### config.mk
export PLATFORM = sky130hd
export DESIGN_NAME = rs_bank_flat
export DESIGN_NICKNAME = d
export VERILOG_FILES = /design/src/rtl/rs_bank_pkg.sv /design/src/rtl/rs_bank_if.sv /design/src/rtl/rs_bank_pick.sv /design/src/rtl/rs_bank.sv /design/src/flat_wrapper.sv
export SDC_FILE = /design/constraint.sdc
export NUM_CORES = 1
export LEC_CHECK = 0
export ABC_CLOCK_PERIOD_IN_PS = 15600
export BUFFER_PORTS_ARGS = -buffer_cell sky130_fd_sc_hd__buf_2
export CAP_MARGIN = 20
export CELL_PAD_IN_SITES_DETAIL_PLACEMENT = 0
export CELL_PAD_IN_SITES_GLOBAL_PLACEMENT = 1
export CORE_MARGIN = 2
export CORE_UTILIZATION = 40
export CTS_CLUSTER_SIZE = 12
export DETAILED_ROUTE_END_ITERATION = 7
export GPL_TIMING_DRIVEN = 0
export MAX_ROUTING_LAYER = met4
export PLACE_DENSITY_LB_ADDON = 0.1
export RECOVER_POWER = 25
export SKIP_CTS_REPAIR_TIMING = 1
export SYNTH_ARGS = -nofsm -noshare
export SYNTH_HDL_FRONTEND = slang
export SYNTH_HIERARCHICAL = 1
export SYNTH_SLANG_ARGS = --single-unit
### constraint.sdc
create_clock -name clk -period 15.6 [get_ports clk]
set_input_delay 2.34 -clock clk [delete_from_list [all_inputs] [get_ports clk]]
set_output_delay 2.34 -clock clk [all_outputs]
set_load 0.02 [all_outputs]
### src/rtl/rs_bank_pkg.sv
// Shared definitions for the reservation-station bank: index/count sizing
// helpers and the free-slot allocator.
package rs_bank_pkg;

  localparam int MAX_DEPTH = 16;
  localparam int IDX_W     = 4;

  function automatic int count_w(input int depth);
    return $clog2(depth + 1);
  endfunction

  // Scans from the top so the last hit wins, leaving the lowest free index.
  function automatic logic [IDX_W-1:0] lowest_free(input logic [MAX_DEPTH-1:0] free);
    logic [IDX_W-1:0] idx;
    idx = '0;
    for (int i = MAX_DEPTH - 1; i >= 0; i--) begin
      if (free[i]) idx = IDX_W'(i);
    end
    return idx;
  endfunction

endpackage

### src/rtl/rs_bank_if.sv
// Dispatch, CDB snoop and issue bundle of the reservation-station bank.
// The slave modport is the bank; the master side is dispatch/CDB/FU.
interface rs_bank_if #(
  parameter int DEPTH = 4,
  parameter int NSRC  = 2,
  parameter int DW    = 8,
  parameter int TAGW  = 4
);
  import rs_bank_pkg::*;

  localparam int CW = count_w(DEPTH);

  logic                       flush;
  logic                       disp_valid;
  logic                       disp_ready;
  logic [DW-1:0]              disp_operand;
  logic [DW-1:0]              disp_wbs;
  logic [DW-1:0]              disp_flag;
  logic [TAGW-1:0]            disp_robid;
  logic [NSRC-1:0][TAGW-1:0]  disp_srctag;
  logic [NSRC-1:0]            disp_srcrdy;
  logic [NSRC-1:0][DW-1:0]    disp_srcval;
  logic                       cdb_valid;
  logic [TAGW-1:0]            cdb_tag;
  logic [DW-1:0]              cdb_val;
  logic                       iss_valid;
  logic                       iss_ready;
  logic [DW-1:0]              iss_operand;
  logic [DW-1:0]              iss_wbs;
  logic [DW-1:0]              iss_flag;
  logic [TAGW-1:0]            iss_robid;
  logic [NSRC-1:0][DW-1:0]    iss_srcval;
  logic                       rs_full;
  logic [CW-1:0]              rs_count;

  modport master (
    output flush, disp_valid, disp_operand, disp_wbs, disp_flag, disp_robid,
           disp_srctag, disp_srcrdy, disp_srcval, cdb_valid, cdb_tag, cdb_val,
           iss_ready,
    input  disp_ready, iss_valid, iss_operand, iss_wbs, iss_flag, iss_robid,
           iss_srcval, rs_full, rs_count
  );

  modport slave (
    input  flush, disp_valid, disp_operand, disp_wbs, disp_flag, disp_robid,
           disp_srctag, disp_srcrdy, disp_srcval, cdb_valid, cdb_tag, cdb_val,
           iss_ready,
    output disp_ready, iss_valid, iss_operand, iss_wbs, iss_flag, iss_robid,
           iss_srcval, rs_full, rs_count
  );

endinterface

### src/rtl/rs_bank_pick.sv
// Oldest-ready selector: grants the ready entry that no other ready entry
// is older than, according to the age matrix (older[j][i] = j older than i).
module rs_bank_pick #(
  parameter int DEPTH = 4
) (
  input  logic [DEPTH-1:0]            ready,
  input  logic [DEPTH-1:0][DEPTH-1:0] older,
  output logic [DEPTH-1:0]            grant,
  output logic                        any
);

  always_comb begin
    grant = '0;
    for (int i = 0; i < DEPTH; i++) begin
      grant[i] = ready[i];
      for (int j = 0; j < DEPTH; j++) begin
        if (j != i && ready[j] && older[j][i]) grant[i] = 1'b0;
      end
    end
    any = |ready;
  end

endmodule

### src/rtl/rs_bank.sv
// Multi-entry reservation station: buffers dispatched micro-ops, wakes
// operands from the CDB and issues the oldest fully-ready entry to one FU.
module rs_bank import rs_bank_pkg::*; #(
  parameter int DEPTH = 4,
  parameter int NSRC  = 2,
  parameter int DW    = 8,
  parameter int TAGW  = 4
) (
  input  logic     clk,
  input  logic     rst,
  rs_bank_if.slave bus
);

  localparam int CW = count_w(DEPTH);
  localparam int IW = $clog2(DEPTH);

  typedef struct packed {
    logic [TAGW-1:0]           robid;
    logic [DW-1:0]             operand;
    logic [DW-1:0]             wbs;
    logic [DW-1:0]             flag;
    logic [NSRC-1:0][TAGW-1:0] tag;
    logic [NSRC-1:0]           rdy;
    logic [NSRC-1:0][DW-1:0]   val;
  } entry_t;

  entry_t                      ent [DEPTH];
  entry_t                      new_ent;
  logic [DEPTH-1:0]            valid;
  logic [DEPTH-1:0][DEPTH-1:0] older;
  logic [DEPTH-1:0]            ready;
  logic [DEPTH-1:0]            grant;
  logic                        any;
  logic                        full;
  logic                        disp_fire;
  logic                        iss_fire;
  logic [MAX_DEPTH-1:0]        free_vec;
  logic [IW-1:0]               widx;
  logic [CW-1:0]               count;

  always_comb begin
    free_vec             = '0;
    free_vec[DEPTH-1:0]  = ~valid;
    widx                 = IW'(lowest_free(free_vec));
    count                = '0;
    for (int i = 0; i < DEPTH; i++) begin
      ready[i] = valid[i] & (&ent[i].rdy);
      count    = count + CW'(valid[i]);
    end
  end

  rs_bank_pick #(.DEPTH(DEPTH)) u_pick (
    .ready (ready),
    .older (older),
    .grant (grant),
    .any   (any)
  );

  assign full           = &valid;
  assign disp_fire      = bus.disp_valid & ~full;
  assign iss_fire       = any & bus.iss_ready;
  assign bus.disp_ready = ~full;
  assign bus.rs_full    = full;
  assign bus.rs_count   = count;
  assign bus.iss_valid  = any;

  // Grant is one-hot or zero, so OR-ing the masked entries is the mux and
  // naturally drives zeros when nothing is ready.
  always_comb begin
    bus.iss_operand = '0;
    bus.iss_wbs     = '0;
    bus.iss_flag    = '0;
    bus.iss_robid   = '0;
    bus.iss_srcval  = '0;
    for (int i = 0; i < DEPTH; i++) begin
      if (grant[i]) begin
        bus.iss_operand = bus.iss_operand | ent[i].operand;
        bus.iss_wbs     = bus.iss_wbs     | ent[i].wbs;
        bus.iss_flag    = bus.iss_flag    | ent[i].flag;
        bus.iss_robid   = bus.iss_robid   | ent[i].robid;
        bus.iss_srcval  = bus.iss_srcval  | ent[i].val;
      end
    end
  end

  // Incoming entry, with a same-cycle CDB bypass for sources still pending.
  always_comb begin
    new_ent.robid   = bus.disp_robid;
    new_ent.operand = bus.disp_operand;
    new_ent.wbs     = bus.disp_wbs;
    new_ent.flag    = bus.disp_flag;
    new_ent.tag     = bus.disp_srctag;
    new_ent.rdy     = bus.disp_srcrdy;
    new_ent.val     = bus.disp_srcval;
    for (int s = 0; s < NSRC; s++) begin
      if (!bus.disp_srcrdy[s] && bus.cdb_valid && bus.disp_srctag[s] == bus.cdb_tag) begin
        new_ent.rdy[s] = 1'b1;
        new_ent.val[s] = bus.cdb_val;
      end
    end
  end

  always_ff @(posedge clk or posedge rst) begin
    if (rst) begin
      valid <= '0;
      older <= '0;
      for (int i = 0; i < DEPTH; i++) ent[i] <= '0;
    end else if (bus.flush) begin
      valid <= '0;
    end else begin
      for (int i = 0; i < DEPTH; i++) begin
        if (iss_fire && grant[i]) valid[i] <= 1'b0;
        if (valid[i]) begin
          for (int s = 0; s < NSRC; s++) begin
            if (bus.cdb_valid && !ent[i].rdy[s] && ent[i].tag[s] == bus.cdb_tag) begin
              ent[i].rdy[s] <= 1'b1;
              ent[i].val[s] <= bus.cdb_val;
            end
          end
        end
      end
      // The new entry becomes younger than every entry currently valid.
      if (disp_fire) begin
        ent[widx]   <= new_ent;
        valid[widx] <= 1'b1;
        for (int j = 0; j < DEPTH; j++) older[j][widx] <= valid[j];
        older[widx] <= '0;
      end
    end
  end

endmodule

### src/flat_wrapper.sv
// flat-port wrapper written by rule: the top's interface ports become plain ports
module rs_bank_flat import rs_bank_pkg::*;
#(
  parameter int DEPTH = 4,
  parameter int NSRC  = 2,
  parameter int DW    = 8,
  parameter int TAGW  = 4
)
  (clk, rst, bus_flush, bus_disp_valid, bus_disp_operand, bus_disp_wbs, bus_disp_flag, bus_disp_robid, bus_disp_srctag, bus_disp_srcrdy, bus_disp_srcval, bus_cdb_valid, bus_cdb_tag, bus_cdb_val, bus_iss_ready, bus_disp_ready, bus_iss_valid, bus_iss_operand, bus_iss_wbs, bus_iss_flag, bus_iss_robid, bus_iss_srcval, bus_rs_full, bus_rs_count);
  rs_bank_if #(.DEPTH(DEPTH), .NSRC(NSRC), .DW(DW), .TAGW(TAGW)) bus_i ();
  input  logic clk;
  input  logic rst;
  input wire logic [$bits(bus_i.flush)-1:0] bus_flush;
  input wire logic [$bits(bus_i.disp_valid)-1:0] bus_disp_valid;
  input wire logic [$bits(bus_i.disp_operand)-1:0] bus_disp_operand;
  input wire logic [$bits(bus_i.disp_wbs)-1:0] bus_disp_wbs;
  input wire logic [$bits(bus_i.disp_flag)-1:0] bus_disp_flag;
  input wire logic [$bits(bus_i.disp_robid)-1:0] bus_disp_robid;
  input wire logic [$bits(bus_i.disp_srctag)-1:0] bus_disp_srctag;
  input wire logic [$bits(bus_i.disp_srcrdy)-1:0] bus_disp_srcrdy;
  input wire logic [$bits(bus_i.disp_srcval)-1:0] bus_disp_srcval;
  input wire logic [$bits(bus_i.cdb_valid)-1:0] bus_cdb_valid;
  input wire logic [$bits(bus_i.cdb_tag)-1:0] bus_cdb_tag;
  input wire logic [$bits(bus_i.cdb_val)-1:0] bus_cdb_val;
  input wire logic [$bits(bus_i.iss_ready)-1:0] bus_iss_ready;
  output wire logic [$bits(bus_i.disp_ready)-1:0] bus_disp_ready;
  output wire logic [$bits(bus_i.iss_valid)-1:0] bus_iss_valid;
  output wire logic [$bits(bus_i.iss_operand)-1:0] bus_iss_operand;
  output wire logic [$bits(bus_i.iss_wbs)-1:0] bus_iss_wbs;
  output wire logic [$bits(bus_i.iss_flag)-1:0] bus_iss_flag;
  output wire logic [$bits(bus_i.iss_robid)-1:0] bus_iss_robid;
  output wire logic [$bits(bus_i.iss_srcval)-1:0] bus_iss_srcval;
  output wire logic [$bits(bus_i.rs_full)-1:0] bus_rs_full;
  output wire logic [$bits(bus_i.rs_count)-1:0] bus_rs_count;
  assign bus_i.flush = bus_flush;
  assign bus_i.disp_valid = bus_disp_valid;
  assign bus_i.disp_operand = bus_disp_operand;
  assign bus_i.disp_wbs = bus_disp_wbs;
  assign bus_i.disp_flag = bus_disp_flag;
  assign bus_i.disp_robid = bus_disp_robid;
  assign bus_i.disp_srctag = bus_disp_srctag;
  assign bus_i.disp_srcrdy = bus_disp_srcrdy;
  assign bus_i.disp_srcval = bus_disp_srcval;
  assign bus_i.cdb_valid = bus_cdb_valid;
  assign bus_i.cdb_tag = bus_cdb_tag;
  assign bus_i.cdb_val = bus_cdb_val;
  assign bus_i.iss_ready = bus_iss_ready;
  assign bus_disp_ready = bus_i.disp_ready;
  assign bus_iss_valid = bus_i.iss_valid;
  assign bus_iss_operand = bus_i.iss_operand;
  assign bus_iss_wbs = bus_i.iss_wbs;
  assign bus_iss_flag = bus_i.iss_flag;
  assign bus_iss_robid = bus_i.iss_robid;
  assign bus_iss_srcval = bus_i.iss_srcval;
  assign bus_rs_full = bus_i.rs_full;
  assign bus_rs_count = bus_i.rs_count;
  rs_bank #(.DEPTH(DEPTH), .NSRC(NSRC), .DW(DW), .TAGW(TAGW)) u_core (.clk(clk), .rst(rst), .bus(bus_i));
endmodule
==> results of run 1 <==
==> worst max path at each step <==
stage | cells past startpoint | start | end
after floorplan | 1 | rst | u_core/ent[0]
after global placement | 2 | rst | u_core/ent[99]
after detailed placement | 9 | u_core/valid[2] | bus_iss_wbs[7]
after CTS | 9 | u_core/valid[2] | bus_iss_wbs[7]
after global routing | 2 | rst | u_core/ent[95]
final | 2 | rst | u_core/ent[196]
==> through the flow <==
stage | power (µW) | std cells | setup slack, ns
after CTS | 1631 | 1712 | 9.636
after global placement | 1015 | 1664 | 3.645
after detailed placement | 1021 | 1665 | 10.23
after floorplan | 933.5 | 1169 | 6.899
final | 1614 | 1716 | 9.562
after global routing | 1694 | 1714 | 8.664
==> layer usage <==
| metal | up-vias | share of wire | wire, µm |
|---|---|---|---|
| li1 | 4372 | - | - |
| met1 | 4748 | 0.46 | 17220 |
| met2 | 307 | 0.46 | 16940 |
| met3 | 43 | 0.062 | 2302 |
| met4 | 0 | 0.018 | 660 |
| met5 | - | 0 | 0 |
==> power by group through the flow <==
stage	combinational [µW]	sequential (µW)	clock (µW)
finish	252	760	602
global route	281	772	641
floorplan	179	754	0
global placement	247	768	0
detailed placement	253	768	0
CTS	254	758	619
==> sequential cells by signal, summed over array words and instances, names as in the netlist <==
register	count
u_core/valid	4
u_core/ent	216
u_core/older	12
==> cell type report <==
cell class / instances / area share
flip-flops and latches: 232 / 0.4418
multi-input cells: 825 / 0.3734
diodes: 4 / 0.0007617
clock buffers: 43 / 0.06132
clock inverters: 4 / 0.001809
well taps: 378 / 0.03599
plain buffers: 78 / 0.02856
inverters: 34 / 0.009807
repair buffers: 118 / 0.04656
==> cell usage in the layout, fill, tap and decap left out, types with 4 or more instances in the layout <==
cell / count
clkbuf_1: 50
nor3_1: 21
xnor2_1: 23
o21ai_1: 11
o21ai_0: 11
buf_2: 143
nand3b_1: 5
nand2_1: 377
inv_1: 32
mux2_1: 26
nand2b_1: 6
a221oi_2: 6
a222oi_1: 7
xor2_1: 17
o311a_1: 8
mux2i_1: 8
mux2_2: 10
diode_2: 4
nand3_1: 20
o32a_1: 9
o221a_2: 8
a22oi_1: 94
a21oi_2: 7
buf_4: 7
o221a_1: 8
dfrtp_1: 232
a21oi_1: 17
o22ai_1: 8
clkbuf_8: 7
o32ai_1: 8
clkbuf_16: 27
o21a_1: 8
or3_1: 26
and3_1: 10
nor2_1: 23
==> impl_metrics.py, run 1 <==
metrics = {
    "floorplanning": {
        "initial_core_util": 0.4048,
        "die_h_um": 171.5,
        "io_pins": 122,
        "design.core.area_um2": 27710,
        "die_area_um2": 29400,
        "rows": 61,
        "die_x_um": 171.5,
    },
    "timing": {
        "setup_tns_ns": 0,
        "maxSlewViolCount": 121,
        "period_share": 0.3870,
        "worst_hold_slack_ns": 0.4743,
        "hold_violations": 0,
        "relSlewSlack": -2.769,
        "rsz0062_at_grt": "false",
        "fin_skew_ns": 0.01379,
        "min_period_ns": 6.038,
        "finalSetupViolations": 0,
        "max_slew.worst_pin.slew_ns": 5.623,
        "max_freq_mhz": 165.6,
    },
    "pwr": {
        "p_switching_uw": 453.1,
        "p_int_uw": 1161,
        "power_frac_seq": 0.471,
        "combPwrFrac": 0.156,
        "p_sw_frac": 0.2808,
        "ir_drop_v": 0.00008303,
        "powerDensity_nw_per_um2": 122.8,
        "clkPwrFrac": 0.373,
        "p_leak_uw": 0.006426,
    },
    "critical_path": {
        "crit_buf_inv": 2,
        "start_kind": "primary input",
        "rrSetupSlack_ns": 13.08,
        "reg2reg_from": "u_core/valid[0]",
        "path_max_fanout": 120,
        "worstSetupEndpointType": "async pin",
        "cpPeakStageDelay_ns": 3.12,
        "r2r-end": "u_core/older[6]",
        "slowest_stage": "clkinvlp_2",
        "path_delay_family": "buffers and inverters",
        "reg2reg_depth": 7,
        "required_ns": 15.21,
        "criticalPathCategory": "in2async",
        "arrival_ns": 5.65,
        "crit_chain": "buf_2 -> clkinvlp_2",
    },
    "final_layout": {
        "nFillCells": 2714,
        "fin_nets": 1392,
        "fin_util": 0.4743,
        "multi_input_area_um2": 4907,
        "fin_area_um2": 13140,
        "area_growth_pct": 17.17,
        "layout-drive-gt1-share": 0.1792,
        "ff_latch_area_um2": 5806,
    },
    "detailed_routing": {
        "vias_per_cell": 5.519,
        "firstDrtPassIters": 7,
        "wl_per_cell_um": 21.63,
        "drtIter0Drc": 730,
        "remaining_drc_errors": 0,
        "wl_um": 37120,
        "ant_nets": 0,
        "vias": 9470,
    },
    "worst_hold_path": {
        "min_from": "u_core/ent[134]",
        "hold_end": "u_core/ent[134]",
        "hp-class": "reg2reg",
        "hold_depth": 2,
    },
    "global_route": {
        "gr-total-overflow": 0,
        "grt-busiest-layer": "met2",
        "grt_max_degree": 121,
        "grtUsageTotal": 0.2630,
        "grt_pass1_vias": 9406,
        "met3_usage": 0.03774,
        "antenna_found_initial": 2,
        "met1_usage": 0.3680,
        "grt_pass1_wl_um": 56820,
        "met2_usage": 0.4061,
    },
    "cts": {
        "htree_levels": 1,
        "cts_tree": "done",
        "clkSinkCount": 232,
        "path_clk_slew_ns": 0.06,
        "clockBufferDepth": 3,
        "cts-root-buf": "clkbuf_16",
        "clk_latency_ns": 0.54,
        "cts_made_buffers": 27,
    },
    "synthesis": {
        "synth_area_um2": 11220,
        "synth_cells": 1169,
        "synthesis.nets": 1245,
        "syn_avg_cell_area_um2": 9.594,
        "ys_warn_count": 6,
    },
    "run": {
        "drv_cap": 1,
    },
    "placement": {
        "io_buffers": 117,
        "placed_area_um2": 12310,
        "place.gp.congestion": 0.8408,
        "hpwlAfterDp_um": 24740,
    },
    "run_status": {
        "violations": "max-capacitance violations, max-slew violations",
        "outcome": "complete, but fails checks",
    },
}
Power figures use the tool's default switching activity.
==> run 2, diff against run 1 <==
--- a/config.mk
+++ b/config.mk
@@ -5,7 +5,7 @@
 export SDC_FILE = /design/constraint.sdc
 export NUM_CORES = 1
 export LEC_CHECK = 0
-export ABC_CLOCK_PERIOD_IN_PS = 15600
+export ABC_CLOCK_PERIOD_IN_PS = 5500
 export BUFFER_PORTS_ARGS = -buffer_cell sky130_fd_sc_hd__buf_2
 export CAP_MARGIN = 20
 export CELL_PAD_IN_SITES_DETAIL_PLACEMENT = 0
==> constraint.sdc (replaced) <==
create_clock -name clk -period 5.5 [get_ports clk]
set_input_delay 0.825 -clock clk [delete_from_list [all_inputs] [get_ports clk]]
set_output_delay 0.825 -clock clk [all_outputs]
set_load 0.02 [all_outputs]
==> run 2 against run 1 <==
The flow finishes with violations (design-rule violations, max-capacitance violations, max-slew violations). Routed wire length rose by 0.99%. Non-clock buffer count rose by 6. Sequential power rose to 2.8 times the previous value. Utilization increased by 0.48 points. Largest cell class unchanged. Setup slack worse by 8.5 ns. Global-route usage rose by 0.39 points. Final cell count increased by 0.58%. Critical path depth is 7 higher. Clock skew is 0.015 ns higher. Clock power grew to 3.1 times the previous value. Sequential share of layout area shrank 0.45 points. Cell area is 1.0% higher.
==> impl_metrics.py, run 2 (synthesis gave the netlist of run 1 again) <==
metrics = {
    "placement": {
        "io_buffers": 117,
        "placed_area_um2": 12430,
        "place.gp.congestion": 0.8950,
        "placedCellCount": 1671,
        "hpwlAfterDp_um": 25550,
    },
    "detailed_routing": {
        "wl_per_cell_um": 21.72,
        "vias": 9516,
        "ant_nets": 0,
        "wl_um": 37490,
        "vias_per_cell": 5.513,
        "remaining_drc_errors": 4,
        "drtIter0Drc": 709,
        "firstDrtPassIters": 8,
    },
    "critical_path": {
        "worstSetupEndpoint": "bus_iss_srcval[7]",
        "reg2reg_depth": 7,
        "criticalPathCategory": "reg2out",
        "start_kind": "register",
        "critPathLaunch": "u_core/valid[2]",
        "rrSetupSlack_ns": 2.96,
        "worstSetupEndpointType": "output port",
        "arrival_ns": 3.66,
        "r2r-end": "u_core/older[6]",
        "path_max_fanout": 10,
        "required_ns": 4.68,
        "reg2reg_from": "u_core/valid[0]",
    },
    "timing": {
        "rsz0062_at_grt": "false",
        "max_freq_mhz": 223.1,
        "fin_skew_ns": 0.02833,
        "maxSlewViolCount": 137,
        "hold_violations": 0,
        "setup_tns_ns": 0,
        "max_slew.worst_pin.slew_ns": 2.142,
        "finalSetupViolations": 0,
        "relSlewSlack": -0.4278,
        "min_period_ns": 4.482,
        "period_share": 0.8148,
    },
    "floorplanning": {
        "initial_core_util": 0.4048,
        "die_h_um": 171.5,
        "die_area_um2": 29400,
        "io_pins": 122,
        "rows": 61,
        "die_x_um": 171.5,
        "design.core.area_um2": 27710,
    },
    "final_layout": {
        "fin_cells": 1726,
        "layout-drive-gt1-share": 0.1881,
        "area_growth_pct": 18.36,
        "layout_common_cells": "nand2_1, dfrtp_1, buf_2",
        "final_common_cell": "nand2_1",
        "reg_top3": "u_core/ent: 216 flops, u_core/older: 12 flops, u_core/valid: 4 flops",
        "fin_util": 0.4792,
        "fin_area_um2": 13280,
        "largest_reg_flops": 216,
        "nFillCells": 2710,
        "largest-register": "u_core/ent",
        "fin_nets": 1399,
    },
    "pwr": {
        "ir_drop_v": 0.0002421,
        "powerDensity_nw_per_um2": 356.5,
        "p_leak_uw": 0.006504,
    },
    "cts": {
        "htree_levels": 1,
        "clockBufferDepth": 3,
        "path_clk_slew_ns": 0.06,
        "cts-root-buf": "clkbuf_16",
        "clkSinkCount": 232,
        "cts_tree": "done",
        "clk_latency_ns": 0.55,
        "cts_made_buffers": 28,
    },
    "worst_hold_path": {
        "hp-class": "in2async",
    },
    "global_route": {
        "grt_max_degree": 41,
        "grt_pass1_vias": 9519,
        "gr-total-overflow": 0,
        "grt_pass1_wl_um": 57500,
        "antenna_found_initial": 2,
        "grtUsageTotal": 0.2669,
    },
    "run_status": {
        "outcome": "complete, but fails checks",
        "violations": "design-rule violations, max-capacitance violations, max-slew violations",
    },
    "run": {
        "drv_cap": 4,
    },
}
==> run 2: changes by cell type in the layout (fill, tap and decap cells not counted), sizes merged <==
| cell | previous run | this run |
|---|---|---|
| clkbuf | 84 | 83 |
| bufinv | 0 | 1 |
| diode | 4 | 3 |
| clkinv | 3 | 11 |
| buf | 155 | 157 |
| clkinvlp | 1 | 2 |
==> run 2: worst min-delay path by stage <==
stage / end / slack [ns] / cells past startpoint
floorplan: u_core/ent[102] / 0.45 / 2
global placement: u_core/ent[35] / 0.46 / 2
detailed placement: u_core/ent[152] / 0.46 / 2
CTS: u_core/ent[22] / 0.30 / 2
global route: u_core/ent[22] / 0.45 / 2
finish: u_core/ent[22] / 0.38 / 2
==> run 2: layout make-up <==
type	instances	area (µm²)	area share
clock inverters	14	103.9	0.007823
flip-flops and latches	232	5806	0.4373
clock buffers	38	829.5	0.06249
diodes	3	7.507	0.0005655
well taps	378	473.0	0.03563
repair buffers	124	644.4	0.04854
plain buffers	78	375.4	0.02828
inverters	34	128.9	0.009708
multi-input cells	825	4907	0.3697
==> run 2: per-stage QoR <==
step | worst slack, ns | hold WS [ns] | total power (µW)
floorplan | 1.639 | 0.4461 | 2648
global placement | -0.1026 | 0.4581 | 2879
detailed placement | 1.657 | 0.4626 | 2911
CTS | 1.083 | 0.3001 | 4783
global route | 0.9897 | 0.4484 | 4961
finish | 1.018 | 0.3756 | 4733
==> run 2: routing by layer <==
layer | share of wire | routed length [µm] | global-route usage
met5 | 0 | 0 | -
met4 | 0.023 | 847 | 0.05859
met3 | 0.056 | 2106 | 0.03428
met2 | 0.46 | 17300 | 0.4163
met1 | 0.46 | 17230 | 0.3743
==> run 2: report_power, final <==
group          internal (µW)  switching [µW]
Combinational            305             416
Sequential              1990             161
Clock                   1100             757
Total                   3400            1330
==> run 2: critical path, cell delays in order (launching register included) <==
cell and delay, ns:
dfrtp_1 0.41, buf_4 0.19, and3_1 0.21, a22oi_1 0.18, and3_1 0.17, clkbuf_1 0.67
clkbuf_1 0.76, a22oi_1 0.19, nand2_1 0.15, buf_2 0.18
